--- src/rtl/johnson_cntr.sv ---
// johnson_cntr: 8-stage self-correcting Johnson counter, 16-state walking sequence
// ports: clk rising-edge clock; rst async active-low reset to RESET_VALUE;
//        q7..q0 registered stage outputs, q0 loads ~q7 on each advance
module johnson_cntr #(
  parameter logic [7:0] RESET_VALUE = 8'h00
) (
  input  logic clk,
  input  logic rst,
  output logic q7,
  output logic q6,
  output logic q5,
  output logic q4,
  output logic q3,
  output logic q2,
  output logic q1,
  output logic q0
);
  logic [7:0] s, s_inv, nxt;
  logic legal;
  // legal codes are a run of ones from bit 0 (s & (s+1) == 0) or from bit 7 (same test on ~s)
  always_comb begin
    s_inv = ~s;
    legal = ((s & (s + 8'd1)) == 8'd0) || ((s_inv & (s_inv + 8'd1)) == 8'd0);
    nxt = legal ? {s[6:0], ~s[7]} : 8'h01;
  end
  always_ff @(posedge clk or negedge rst)
    if (!rst) s <= RESET_VALUE;
    else s <= nxt;
  assign {q7, q6, q5, q4, q3, q2, q1, q0} = s;
endmodule

--- config.mk ---
export PLATFORM = sky130hd
export DESIGN_NAME = johnson_cntr
export DESIGN_NICKNAME = d
export VERILOG_FILES = /design/src/rtl/johnson_cntr.sv
export SDC_FILE = /design/constraint.sdc
export NUM_CORES = 1
export LEC_CHECK = 0
export CAP_MARGIN = 20
export CORE_AREA = 8 8 45 47
export DETAILED_ROUTE_END_ITERATION = 8
export DIE_AREA = 0 0 53 55
export PLACE_DENSITY_LB_ADDON = 0.25
export SLEW_MARGIN = 0
export SYNTH_ARGS = -nofsm -noshare
export SYNTH_HDL_FRONTEND = slang
export SYNTH_SLANG_ARGS = --single-unit
export TNS_END_PERCENT = 30
--- constraint.sdc ---
create_clock -name clk -period 1.35 [get_ports clk]
set_input_delay 0.135 -clock clk [delete_from_list [all_inputs] [get_ports clk]]
set_output_delay 0.135 -clock clk [all_outputs]
set_load 0.05 [all_outputs]
* After elaboration in Yosys (flattened, before gate mapping)
Index checks and enable logic that the tools add are counted.
** Word-level totals
- Bits in registers :: 8
- Word-level logic and storage cells :: 11
- Bits of input ports :: 2
- Output and inout bits :: 8
** Operators by class
- Add/sub/neg operators :: 2
- Reductions and logical operators :: 3
- Multiplexer cells :: 1
- Bitwise gates (word level) :: 4
** Operators with widths (count)
- $add 8x1->8 const B :: 2
- $and 8x8->8 :: 2
- $logic_not 8->1 :: 2
- $mux 8 :: 1
- $not 8->8 :: 1
- $logic_or 1x1->1 :: 1
- $not 1->1 :: 1

* Depth between registers and ports, before layout
Gate-level depths: netlist (run 1).
- Word-level depth :: 6
- Gate-level depth with buffers :: 4
- Gate-level depth less buffers :: 3

* Worst setup path after synthesis (run 1)
OpenSTA, ideal clock, no wires.
- Kind :: register -> register
- Start point :: register s[4]
- End point :: register s[0]
- Path buffers :: 0
- Data required time :: 1183 ps
- Period minus slack after synthesis :: 1506 ps
- Path slack :: -156 ps
- Setup time :: 167 ps
- Cell stages (with the launch flop) :: 4
- Data arrival time :: 1339 ps
- Path through :: dfrtp_1 nor2b_1 o31ai_4 o2111ai_1
** Between the ends
- Cells in the longest elaborated chain, start to end :: 6
- Elaborated cells on any way between the ends :: 9
- Those cells by class :: 2 x add/sub; 1 x mux; 3 x bitwise; 3 x reduce/logical
** RTL lines
- start, declared :: RTL line 18 : logic [7:0] s, s_inv, nxt;
- start signal, assigned :: RTL line 28 : else s <= nxt;
- $not 8->8 :: RTL line 22 : s_inv = ~s;
- $add 8x1->8 :: RTL line 23 : legal = ((s & (s + 8'd1)) == 8'd0) || ((s_inv & (s_inv + 8'd1)) == 8'd0);
- $and 8x8->8 :: RTL line 23
- $logic_not 8->1 :: RTL line 23
- $logic_or 1x1->1 * :: RTL line 23
- $mux 8 * :: RTL line 24 : nxt = legal ? {s[6:0], ~s[7]} : 8'h01;
- net nxt[0] :: RTL line 18
The timed path passes the listed nets; every way through them passes the cells marked *.

* Worst setup path after layout (run 1)
- Start point :: register s[0]
- End point :: register s[5]
The elaborated chain is that of the path after synthesis.

==> results.tsv, run 1 <==
metric	value	unit
mux contribution to synthesized area	0.0503	
Final Worst Setup Slack	43.4	ps
initial antenna violation count	0	
Compound-Gate Fraction of Synth Area	0.277	
post-synth top area cell	dfrtp_1	
die height	55	µm
share of layout cells above drive strength 1	0.612	
CP cell instances	mux2i_1 > o31ai_4 > and4_1	
CP endpoint	s[5]	
status	complete, no violations	
Max Buffers Root-to-Sink	2	
# DRC	0	
hpwl dp	738	µm
Wirelength per Cell	16.2	µm
main combinational cell family by area after synthesis	compound AO/OA/AOI/OAI gates	
clock root buffer	clkbuf_4	
Slowest-stage cell, CP	o31ai_4	
diode count	0	
nets	52	
Max VDD drop	657	µV
post-placement cell count	58	
worst slew pin tran	374	ps
first-pass GRT wire length	1680	µm
Starting DRT DRC Count	7	
slowest stage delay, CP	420	ps
Top Registers	s: 8 flops	
Synth Register Bits	8	
synthesized instance count	31	
synth top area cells	dfrtp_1 50%, o2111a_1 14%, nand2b_1 6.3%, o31ai_4 5.3%, mux2i_1 5.0%	
Max Clk Rate	0.765	GHz
final cell count without fillers	65	
Clock Sinks	8	
Hold WC Path Type	in2async	
initial core utilization	0.288	
Lkg Pwr	0.000292	µW
GR Overflow Total	0	
Final GP Congestion	0.797	
Final Hold Fails	0	
skew final	4.79	ps
critical path depth	3	
Clock Latency Late Sink	250	ps
Setup crit start	s[0]	
RSZ-0062 raised after global routing	yes	
DR vias/cell	5.20	
vias	338	
H-tree depth	1	
post-synthesis simple-gate area fraction	0.157	
number of global-route vias before repair	345	
largest net degree at the start of global routing	9	
clock-pin slew on the worst setup and hold paths	60	ps
xor and xnor fraction of the mapped netlist area	0	
post-synth net total	33	
Critical Path AT	1490	ps
R2R Path End	s[5]	
max reg flops	8	
CTS Buf Count	3	
critical path class	reg2reg	
worst reg-to-reg path cell count	3	
remaining antenna violation count	0	
number of placement rows	14	
maxcap violations	0	
post-synthesis sequential area ratio	0.503	
Tmin final	1310	ps
commonest cells after routing, fill and taps aside	8 x buf_12, 7 x dfrtp_2, 6 x buf_4	
CTS Hold Bufs	0	
Distinct cells, synth	15	
max-slew violation count	0	
Largest Register	s	
Worst setup EP type	flip-flop	
Die X	53	µm
IO Pins	10	
RR Startpoint	s[0]	
P per Cell Area	634	mW/mm²
die area	0.00292	mm²
most common cell after layout, fill and taps aside	buf_12	
Post-Synth Adder-Cell Area	0	
Syn Area/Cell	12.8	µm²
final instance area	698	µm²
mapped cell area	398	µm²
Reg2Reg Setup Slack	40	ps
startpoint types	flip-flop	
data required time of the worst path	1540	ps
Place WS	62.0	ps
Fill cells	126	
delay-heaviest family, CP	compound AO/OA/AOI/OAI gates	
Rel. slew slack	0.750	
total iterations of the first detailed-routing run	2	
total power	443	µW
total placed instance area	618	µm²
CTS tree	yes	
Final Core Density	0.505	
core footprint	0.00138	mm²
post-synth top area share	0.503	
gr usage total	0.0798	
YS warnings	0	
CP Buf/Inv Count	0	
final WL	1050	µm
# port buffers	9	
worst-path fanout max	8	
endpoints failing setup	0	
Synth-to-Final Area Change	75.5	%
crit share post-route	0.968	
==> cell type report <==
type	instances	area, µm²	area share
repair buffers	15	215	0.308
multi-input cells	22	228	0.326
clock buffers	4	26.3	0.0376
flip-flops and latches	8	209	0.299
well taps	16	20.0	0.0287
==> per-stage QoR <==
step | setup TNS (ps) | hold WS, ps
final | 0 | 150
after floorplan | -57.9 | -161
after CTS | 0 | 149
after global routing | -17.3 | 165
after global placement | 0 | 433
after detailed placement | 0 | 432
==> per-layer routing <==
layer,GRT usage,vias to the layer above,wire length [µm]
li1,-,162,-
met1,0.0867,164,398
met2,0.121,8,549
met3,0.0241,4,48
met4,0.0776,0,54
met5,0,-,0
==> worst min-delay path by stage <==
stage	end	slack, ps	cells after the start
after detailed placement	s[2]	430	1
after global placement	s[2]	430	1
final	s[1]	150	1
after CTS	s[1]	150	1
after global routing	s[1]	170	1
after floorplan	s[0]	-160	0
==> logic make-up (layout without fill, tap and decap cells) <==
family	count (synthesis)	after routing
AOI/OAI and AO/OA	10	10
muxes	2	2
and+or+nand+nor	10	10
buffers and inverters	1	19
DFF	8	8
==> repair_timing <==
item,in CTS,in global routing
buffers inserted,0,3
endpoints found under the setup margin,0,6
gates resized for setup,0,6
==> power breakdown <==
group	leakage [µW]	internal [µW]	switching (µW)	total [µW]
registers	0.0000969	240	0	240
clock network	0.0000150	113	82.7	196
logic	0.000180	2.56	4.26	6.82
==> Yosys cell counts (all sizes together) <==
master and n:
o211a 1, and3 1, a31o 1, mux2i 2
nor2b 2, nand2b 4, o31ai 1, or2 1
and4 1, clkbuf 1, a21oi 1, o2111ai 1
o2111a 5, dfrtp 8, nand2 1
No activity file was read; power rests on OpenSTA's default activity.
==> inputs of run 2 (changes only) <==
Settings changed: MAX_ROUTING_LAYER from default to met4.
==> results.tsv, run 2 (same netlist as run 1, synthesis figures left out) <==
metric	value	unit
diode count	0	
Max Clk Rate	0.762	GHz
Clock Sinks	8	
Top Registers	s: 8 flops	
clock-pin slew on the worst setup and hold paths	60	ps
Starting DRT DRC Count	6	
endpoints failing setup	0	
vias	341	
initial antenna violation count	0	
number of placement rows	14	
initial core utilization	0.288	
CP cell instances	mux2i_1 > o31ai_4 > and4_1	
Final GP Congestion	0.808	
Final Worst Setup Slack	38.0	ps
Final Hold Fails	0	
CTS Hold Bufs	0	
most common cell after layout, fill and taps aside	buf_12	
Critical Path AT	1490	ps
hpwl dp	738	µm
critical path class	reg2reg	
die area	0.00292	mm²
Lkg Pwr	0.000292	µW
worst-path fanout max	8	
Clock Latency Late Sink	250	ps
Tmin final	1310	ps
remaining antenna violation count	0	
number of global-route vias before repair	346	
data required time of the worst path	1530	ps
critical path depth	3	
RR Startpoint	s[0]	
slowest stage delay, CP	420	ps
Max VDD drop	652	µV
largest net degree at the start of global routing	9	
max-slew violation count	0	
R2R Path End	s[5]	
crit share post-route	0.972	
GR Overflow Total	0	
DR vias/cell	5.25	
CP Buf/Inv Count	0	
delay-heaviest family, CP	compound AO/OA/AOI/OAI gates	
Reg2Reg Setup Slack	40	ps
CTS tree	yes	
Rel. slew slack	0.751	
Wirelength per Cell	16.1	µm
worst reg-to-reg path cell count	3	
Slowest-stage cell, CP	o31ai_4	
Fill cells	126	
P per Cell Area	633	mW/mm²
gr usage total	0.0822	
final cell count without fillers	65	
Largest Register	s	
# port buffers	9	
status	complete, no violations	
CTS Buf Count	3	
Place WS	62.0	ps
core footprint	0.00138	mm²
Die X	53	µm
final WL	1050	µm
H-tree depth	1	
IO Pins	10	
share of layout cells above drive strength 1	0.612	
clock root buffer	clkbuf_4	
Hold WC Path Type	in2async	
Synth-to-Final Area Change	75.5	%
Max Buffers Root-to-Sink	2	
post-placement cell count	58	
first-pass GRT wire length	1670	µm
max reg flops	8	
skew final	4.08	ps
die height	55	µm
# DRC	0	
commonest cells after routing, fill and taps aside	8 x buf_12, 7 x dfrtp_2, 6 x buf_4	
maxcap violations	0	
total iterations of the first detailed-routing run	2	
Worst setup EP type	flip-flop	
nets	52	
worst slew pin tran	373	ps
startpoint types	flip-flop	
RSZ-0062 raised after global routing	yes	
## run 2: cell counts in the layout (fill, tap and decap cells not counted)
Identical to the previous run, type by type.
## run 2: timing repair
item	in CTS	in global routing
buffers inserted	0	3
resized for setup	0	6
endpoints found under the setup margin	0	6
## run 2: per-layer routing
layer,share of wire,global-route usage
met5,0,-
met4,0.052,0.0776
met3,0.045,0.0241
met2,0.52,0.121
met1,0.38,0.0867
## run 2: where the power goes
group / total, µW / switching, µW / internal, µW
clock: 195 / 81.7 / 113
sequential: 240 / 0 / 240
combinational: 6.96 / 4.40 / 2.56
## run 2: worst max path at each step
stage	endpoint	start
floorplan	s[0]	s[7]
global placement	s[7]	s[7]
detailed placement	s[5]	s[7]
CTS	s[5]	s[7]
global route	s[2]	s[0]
finish	s[5]	s[0]
## run 2: worst reg2reg max path, cell delays in order, from the launching register on
cell and delay (ps):
dfrtp_2 400, mux2i_1 160, o31ai_4 420, and4_1 270
## run 2: final cells by class
class	instances	area, µm²	share of cell area
timing repair buffer	15	215	0.308
tap	16	20.0	0.0287
multi-input combinational	22	228	0.326
clock buffer	4	26.3	0.0376
sequential	8	209	0.299
## run 2: per-stage QoR
stage	TNS, ps	utilization	power, µW	hold WS [ps]	area (µm²)
2_1_floorplan	-57.9	-	244	-161	410
3_5_place_dp	0	0.447	251	432	618
5_1_grt	-17.3	0.505	474	165	698
3_3_place_gp	0	0.447	251	433	618
4_1_cts	0	0.466	454	149	644
6_report	0	0.505	442	156	698
